[src/rtl/cg_pkg.sv]
// Shared types and defaults for the clock-gate controller.
//   cg_state_e      : controller state encoding (2 bits)
//   *_DEF constants : default parameter values for clk_gate_ctrl
`timescale 1ns/1ps
package cg_pkg;

  typedef enum logic [1:0] {
    RUN   = 2'd0,
    DRAIN = 2'd1,
    GATED = 2'd2,
    WAKE  = 2'd3
  } cg_state_e;

  localparam int unsigned IDLE_CYCLES_DEF = 16;
  localparam int unsigned WAKE_CYCLES_DEF = 2;
  localparam int unsigned CNT_W_DEF       = 8;

endpackage

[src/rtl/icg_cell.sv]
// Behavioural integrated clock gate: low-transparent latch plus AND gate.
// Replaced by the library ICG cell at synthesis.
//   clk     : free-running clock
//   en      : functional enable (1 = clock runs)
//   test_en : scan override enable
//   gclk    : gated clock output
`timescale 1ns/1ps
module icg_cell (
  input  logic clk,
  input  logic en,
  input  logic test_en,
  output logic gclk
);

  logic en_l;

  // Enable may only change while clk is low, so gclk never sees a partial pulse.
  always_latch begin
    if (!clk) en_l <= en | test_en;
  end

  assign gclk = en_l & clk;

endmodule

[src/rtl/clk_gate_ctrl.sv]
// Clock-gate controller: counts idle cycles with hysteresis, gates the domain
// clock after a one-cycle drain, and restores it with a settle window on wake.
//   clk         : free-running clock
//   rst         : asynchronous reset, active-low
//   busy_i      : domain has work in flight (ignored while gated)
//   wake_req_i  : request for the domain clock (level or pulse)
//   force_on_i  : override, clock never gated while high
//   scan_en_i   : scan mode, ICG enable forced on
//   gate_en_o   : registered ICG enable (1 = clock runs)
//   clk_gated_o : gated clock to the domain
//   ready_o     : clock running and settled
//   sleep_o     : domain clock currently gated
`timescale 1ns/1ps
module clk_gate_ctrl
  import cg_pkg::*;
#(
  parameter int unsigned IDLE_CYCLES = IDLE_CYCLES_DEF,
  parameter int unsigned WAKE_CYCLES = WAKE_CYCLES_DEF,
  parameter int unsigned CNT_W       = CNT_W_DEF
) (
  input  logic clk,
  input  logic rst,
  input  logic busy_i,
  input  logic wake_req_i,
  input  logic force_on_i,
  input  logic scan_en_i,
  output logic gate_en_o,
  output logic clk_gated_o,
  output logic ready_o,
  output logic sleep_o
);

  localparam int unsigned CNT_MAX = (32'd1 << CNT_W) - 32'd1;

  // Reject illegal configurations at elaboration.
  if (CNT_W < 1 || CNT_W > 31) begin : g_bad_cnt_w
    $fatal(1, "clk_gate_ctrl: CNT_W out of range");
  end
  if (IDLE_CYCLES < 1 || IDLE_CYCLES > CNT_MAX) begin : g_bad_idle
    $fatal(1, "clk_gate_ctrl: IDLE_CYCLES out of range");
  end
  if (WAKE_CYCLES < 1 || WAKE_CYCLES > CNT_MAX) begin : g_bad_wake
    $fatal(1, "clk_gate_ctrl: WAKE_CYCLES out of range");
  end

  localparam logic [CNT_W-1:0] IDLE_LAST = CNT_W'(IDLE_CYCLES - 1);
  localparam logic [CNT_W-1:0] WAKE_LAST = CNT_W'(WAKE_CYCLES - 1);
  localparam logic [CNT_W-1:0] CNT_SAT   = {CNT_W{1'b1}};

  cg_state_e        state_q, state_d;
  logic [CNT_W-1:0] cnt_q, cnt_d;
  logic             gate_en_q, gate_en_d;
  logic             ready_q, ready_d;
  logic             sleep_q, sleep_d;
  logic             idle;

  // Saturating increment; the counter never wraps.
  function automatic logic [CNT_W-1:0] sat_inc(input logic [CNT_W-1:0] v);
    return (v == CNT_SAT) ? v : v + CNT_W'(1);
  endfunction

  assign idle = !busy_i && !wake_req_i && !force_on_i;

  // State, counter and output registers; reset leaves the clock running.
  always_ff @(posedge clk or negedge rst) begin
    if (!rst) begin
      state_q   <= WAKE;
      cnt_q     <= '0;
      gate_en_q <= 1'b1;
      ready_q   <= 1'b0;
      sleep_q   <= 1'b0;
    end else begin
      state_q   <= state_d;
      cnt_q     <= cnt_d;
      gate_en_q <= gate_en_d;
      ready_q   <= ready_d;
      sleep_q   <= sleep_d;
    end
  end

  // Next state, counter and registered-output decode.
  always_comb begin
    state_d = state_q;
    cnt_d   = cnt_q;

    case (state_q)
      RUN: begin
        if (!idle) begin
          cnt_d = '0;
        end else if (cnt_q == IDLE_LAST) begin
          state_d = DRAIN;
          cnt_d   = '0;
        end else begin
          cnt_d = sat_inc(cnt_q);
        end
      end
      DRAIN: begin
        // Any activity (including a wake request) in the drain cycle aborts gating.
        cnt_d   = '0;
        state_d = idle ? GATED : RUN;
      end
      GATED: begin
        // busy_i comes from the stopped domain, so only wake/force can leave.
        cnt_d = '0;
        if (wake_req_i || force_on_i) state_d = WAKE;
      end
      WAKE: begin
        if (cnt_q == WAKE_LAST) begin
          state_d = RUN;
          cnt_d   = '0;
        end else begin
          cnt_d = sat_inc(cnt_q);
        end
      end
      default: begin
        state_d = WAKE;
        cnt_d   = '0;
      end
    endcase

    gate_en_d = (state_d != GATED);
    ready_d   = (state_d == RUN);
    sleep_d   = (state_d == GATED);
  end

  assign gate_en_o = gate_en_q;
  assign ready_o   = ready_q;
  assign sleep_o   = sleep_q;

  icg_cell u_icg (
    .clk     (clk),
    .en      (gate_en_q),
    .test_en (scan_en_i),
    .gclk    (clk_gated_o)
  );

endmodule

[config.mk]
export PLATFORM = sky130hd
export DESIGN_NAME = clk_gate_ctrl
export DESIGN_NICKNAME = d
export VERILOG_FILES = /design/src/rtl/cg_pkg.sv /design/src/rtl/icg_cell.sv /design/src/rtl/clk_gate_ctrl.sv
export SDC_FILE = /design/constraint.sdc
export NUM_CORES = 1
export LEC_CHECK = 0
export ABC_CLOCK_PERIOD_IN_PS = 1480
export CAP_MARGIN = 20
export CELL_PAD_IN_SITES_DETAIL_PLACEMENT = 0
export CELL_PAD_IN_SITES_GLOBAL_PLACEMENT = 1
export CORE_AREA = 2 2 49 51
export CTS_BUF_LIST = sky130_fd_sc_hd__clkbuf_4 sky130_fd_sc_hd__clkbuf_8
export DETAILED_ROUTE_END_ITERATION = 7
export DIE_AREA = 0 0 51 53
export DONT_BUFFER_PORTS = 1
export PLACE_DENSITY = 0.59
export SLEW_MARGIN = 20
export SYNTH_ARGS = -nofsm -noshare
export SYNTH_HDL_FRONTEND = slang
export SYNTH_SLANG_ARGS = --single-unit
[constraint.sdc]
create_clock -name clk -period 1.48 [get_ports clk]
set_input_delay 0.296 -clock clk [delete_from_list [all_inputs] [get_ports clk]]
set_output_delay 0.296 -clock clk [all_outputs]
set_load 0.01 [all_outputs]
# Word level (Yosys, flattened, before mapping)
# Cells that the tools add are included.
# Widths: inputs -> output; s select.
[word_totals]
output_inout_bits = 4
word_cells = 38
latch_bits = 1
regBits = 13
in_bits = 6
[op_classes]
n_reduce_logical = 9
n_eq_ne = 8
n_bitwise = 2
n_addsub = 1
muxes = 12
[ops]
columns = ["operator", "n"]
rows = [
  ["$mux 8", 4],
  ["$pmux 8 s3", 1],
  ["$mux 2", 5],
  ["$add 8x1->8 const B", 1],
  ["$eq 8x1->1 const B", 1],
  ["$eq 8x4->1 const B", 1],
  ["$eq 8x8->1 const B", 1],
  ["$pmux 2 s4", 1],
  ["$eq 2x2->1 const B", 3],
  ["$logic_not 2->1", 2],
  ["$logic_not 1->1", 3],
  ["$eq 2x1->1 const B", 1],
  ["$logic_and 1x1->1", 2],
  ["$ne 2x2->1 const B", 1],
  ["$reduce_or 2->1", 1],
  ["$and 1x1->1", 1],
  ["$logic_or 1x1->1", 1],
  ["$mux 1", 1],
  ["$or 1x1->1", 1],
]

# Depth between registers and ports, before layout
[depth]
depth_word = 6
mapped_depth = 5
mapped_depth_nobuf = 5

# By module
# From an unflattened synthesis, not the netlist that was laid out.
[hier_totals]
hier_cells = 70
hier_area_um2 = 724.4
[modules_own_cells]
columns = ["module", "seq_area_each_um2", "cells_per_inst", "area_each_um2", "n_inst"]
rows = [
  ["clk_gate_ctrl", 329.1, 67, 696.9, 1],
  ["icg_cell", 0.0, 3, 27.5, 1],
]

==> impl_metrics.json <==
{
  "num_rows": 17,
  "grt_start_max_net_pins": 14,
  "syn_inst": 69,
  "floorplan.io_pins": 10,
  "cts_tree": "built",
  "crit-reg2reg-capture": "state_q[0]",
  "finClkSkew_ns": 0.00270,
  "power.density_cell_area_mw_per_mm2": 782,
  "timing_worst_setup_path_type": "latch to output pin",
  "drt-met1-wl_microns": 810,
  "core_area_sq_mm": 0.00215,
  "layout.nets": 102,
  "yosysUniqueCellTypes": 34,
  "clk_transition_reported_paths_ns": 0.08,
  "p_total_uw": 798,
  "crit_path_leading_delay_family": "latches",
  "post_route_cells_drive_above_1_share": 0.495,
  "final-hold-violation-count": 0,
  "final-setup-viol-count": 12,
  "synth_top_area_frac": 0.342,
  "hold_path_class": "input port to flip-flop",
  "static-leakage-power_uw": 0.000419,
  "die_y_microns": 53,
  "globalplace.congestion": 0.764,
  "cp_num_buf_inv": 0,
  "worstPathMaxFanout": 1,
  "peak_vdd_ir_mv": 0.552,
  "area.growth.synth_to_final_pct": 39.7,
  "critPathCapture": "clk_gated_o",
  "ys_async_sr_fraction": 0.929,
  "critical_path.endpoint_type": "output pin",
  "grt_pass1_wl_mm": 3.08,
  "setup_repair_after_global_routing_missed_its_margin": "true",
  "design.die.area_sq_mm": 0.00270,
  "initial_antenna_violation_count": 0,
  "violations_in_the_final_reports": "setup timing",
  "mappedNetlistArea_sq_um": 731,
  "preCtsSetupSlack_ns": -0.0789,
  "globalRouteTotalUtil": 0.167,
  "number_of_detailed_route_iterations_in_the_first_pass": 4,
  "crit_path_cell_chain": "and2_4",
  "ys.warnings.count": 0,
  "detailroute.wirelength.met2_microns": 853,
  "report.final.slew_viol_count": 0,
  "drt_iter0_drc": 7,
  "drc": 0,
  "start_util": 0.340,
  "grt-ovfl-total": 0,
  "synth-seq-cells": 14,
  "cp_depth": 1,
  "synth_edf_count": 0,
  "io_buffer_count": 0,
  "wl_per_cell_microns": 14.5,
  "timing.critical_path.slowest_stage_cell": "sky130_fd_sc_hd__dlxtn_1",
  "diodes": 0,
  "vias_in_the_first_global_route": 705,
  "dr.max_layer_used": "met4",
  "arrival_ns": 1.67,
  "timing_worst_slew_pin_value_ns": 0.593,
  "critical_path.reg2reg.startpoint": "cnt_q[5]",
  "met3RoutedLength_microns": 77,
  "finalCoreUtilization": 0.475,
  "ant_nets": 0,
  "die_w_microns": 51,
  "largest_cells_by_area_after_synthesis": "sky130_fd_sc_hd__dfrtp_1 (34%), sky130_fd_sc_hd__dfstp_2 (11%), sky130_fd_sc_hd__a221oi_1 (4.8%), sky130_fd_sc_hd__ha_1 (3.4%), sky130_fd_sc_hd__o211ai_2 (3.4%)",
  "dr_total_vias": 671,
  "cp_slowest_stage_delay_ns": 0.39,
  "detailed_place_hpwl_mm": 1.18,
  "synth_top_cell_by_area": "sky130_fd_sc_hd__dfrtp_1",
  "vias_per_cell": 5.55,
  "syn-num-nets": 77,
  "r2r.worst_path.cells": 3,
  "critPathLaunchType": "latch",
  "cp_data_required_time_ns": 1.18,
  "startpoint": "u_icg.en_l",
  "post-route-worst-setup-slack_ns": -0.486,
  "drv.max_cap_violation_count": 0,
  "postSynthAreaPerCell_sq_um": 10.6,
  "ys_flop_type": "sky130_fd_sc_hd__dfrtp_1",
  "routed_wl_mm": 1.75,
  "slew_headroom": 0.603,
  "status": "finished, violations left",
  "worstSkewPairLatency_ns": 0.39,
  "rrSetupSlack_ns": -0.07
}
-- cell usage after synthesis, types with 3 or more instances --
cell type / count
sky130_fd_sc_hd__a211oi_1: 3
sky130_fd_sc_hd__a21oi_1: 3
sky130_fd_sc_hd__a221oi_1: 4
sky130_fd_sc_hd__dfrtp_1: 10
sky130_fd_sc_hd__dfstp_2: 3
sky130_fd_sc_hd__nand2_1: 3
sky130_fd_sc_hd__nand3_1: 4
sky130_fd_sc_hd__nor2_1: 3
sky130_fd_sc_hd__nor3_1: 3
-- repair_timing --
item	CTS	global route
setup endpoints to repair	13	13
endpoints found under the hold margin	13	0
gates cloned	0	0
pin swaps	6	1
buffers inserted	1	0
resized for setup	15	0
hold buffers	1	0
-- power by group --
| group | total [uW] | switching [uW] | internal, uW |
|---|---|---|---|
| Sequential | 376 | 1.20 | 375 |
| Combinational | 32.3 | 18.5 | 13.8 |
| Clock | 389 | 166 | 223 |
-- per-layer routing --
metal	global-route usage	vias up
li1	-	323
met1	0.175	331
met2	0.253	15
met3	0.0960	2
met4	0.113	0
met5	0	-
-- cells by family (layout without fill, tap and decap cells) --
family / count (synthesis) / after routing / synth area share
adders and majority gates: 2 / 2 / 0.0342
AOI/OAI and AO/OA: 22 / 22 / 0.236
latches: 1 / 1 / 0.0205
buffers and inverters: 3 / 27 / 0.0154
and+or+nand+nor: 28 / 28 / 0.243
DFF: 13 / 13 / 0.450
-- state kept, by name, summed over array words and instances, names as in the netlist --
| signal | cells |
|---|---|
| gate_en_o | 1 |
| ready_o | 1 |
| state_q | 2 |
| cnt_q | 8 |
| u_icg.en_l | 1 |
| sleep_o | 1 |
-- worst min-delay path by stage --
stage | from | endpoint | slack, ns | cells after the start
3_5_place_dp | rst | sleep_o | 0.0007 | 0
2_1_floorplan | rst | cnt_q[0] | 0.0004 | 0
5_1_grt | force_on_i | gate_en_o | 0.06 | 2
4_1_cts | force_on_i | gate_en_o | 0.05 | 2
6_report | force_on_i | gate_en_o | 0.06 | 2
3_3_place_gp | rst | sleep_o | 0.0007 | 0
-- layout by cell type, fill, tap and decap left out, types with 2 or more instances in the layout --
master and count:
sky130_fd_sc_hd__a21oi_1 2, sky130_fd_sc_hd__inv_1 2, sky130_fd_sc_hd__a221oi_2 4, sky130_fd_sc_hd__ha_1 2, sky130_fd_sc_hd__nand2_1 2, sky130_fd_sc_hd__and3_1 2
sky130_fd_sc_hd__dfstp_2 3, sky130_fd_sc_hd__o21ai_0 2, sky130_fd_sc_hd__nor3_1 3, sky130_fd_sc_hd__dfrtp_1 10, sky130_fd_sc_hd__o211ai_2 2, sky130_fd_sc_hd__nor2_1 3
sky130_fd_sc_hd__buf_6 2, sky130_fd_sc_hd__nand3_1 3, sky130_fd_sc_hd__clkbuf_4 6, sky130_fd_sc_hd__a211oi_2 3, sky130_fd_sc_hd__buf_4 15, sky130_fd_sc_hd__or2_2 2
-- per-stage QoR --
step / instances / setup TNS, ns / area [sq um] / hold WS [ns]
finish: 121 / -0.730 / 1020 / 0.0582
global route: 121 / -1.22 / 1020 / 0.0579
CTS: 121 / -0.709 / 1020 / 0.0468
detailed placement: 112 / -0.461 / 887 / 0.000682
global placement: 112 / -0.391 / 887 / 0.000687
floorplan: 69 / -0.479 / 736 / 0.000409
-- final cells by class --
cell class / instances / area (sq um)
clock buffer: 6 / 45.0
clock inverter: 1 / 3.75
fill: 212 / 1130
inverter: 2 / 7.51
multi-input combinational: 52 / 440
sequential: 14 / 344
tap: 28 / 35.0
timing repair buffer: 18 / 145
Note: power is estimated with default switching activity, not from simulation.
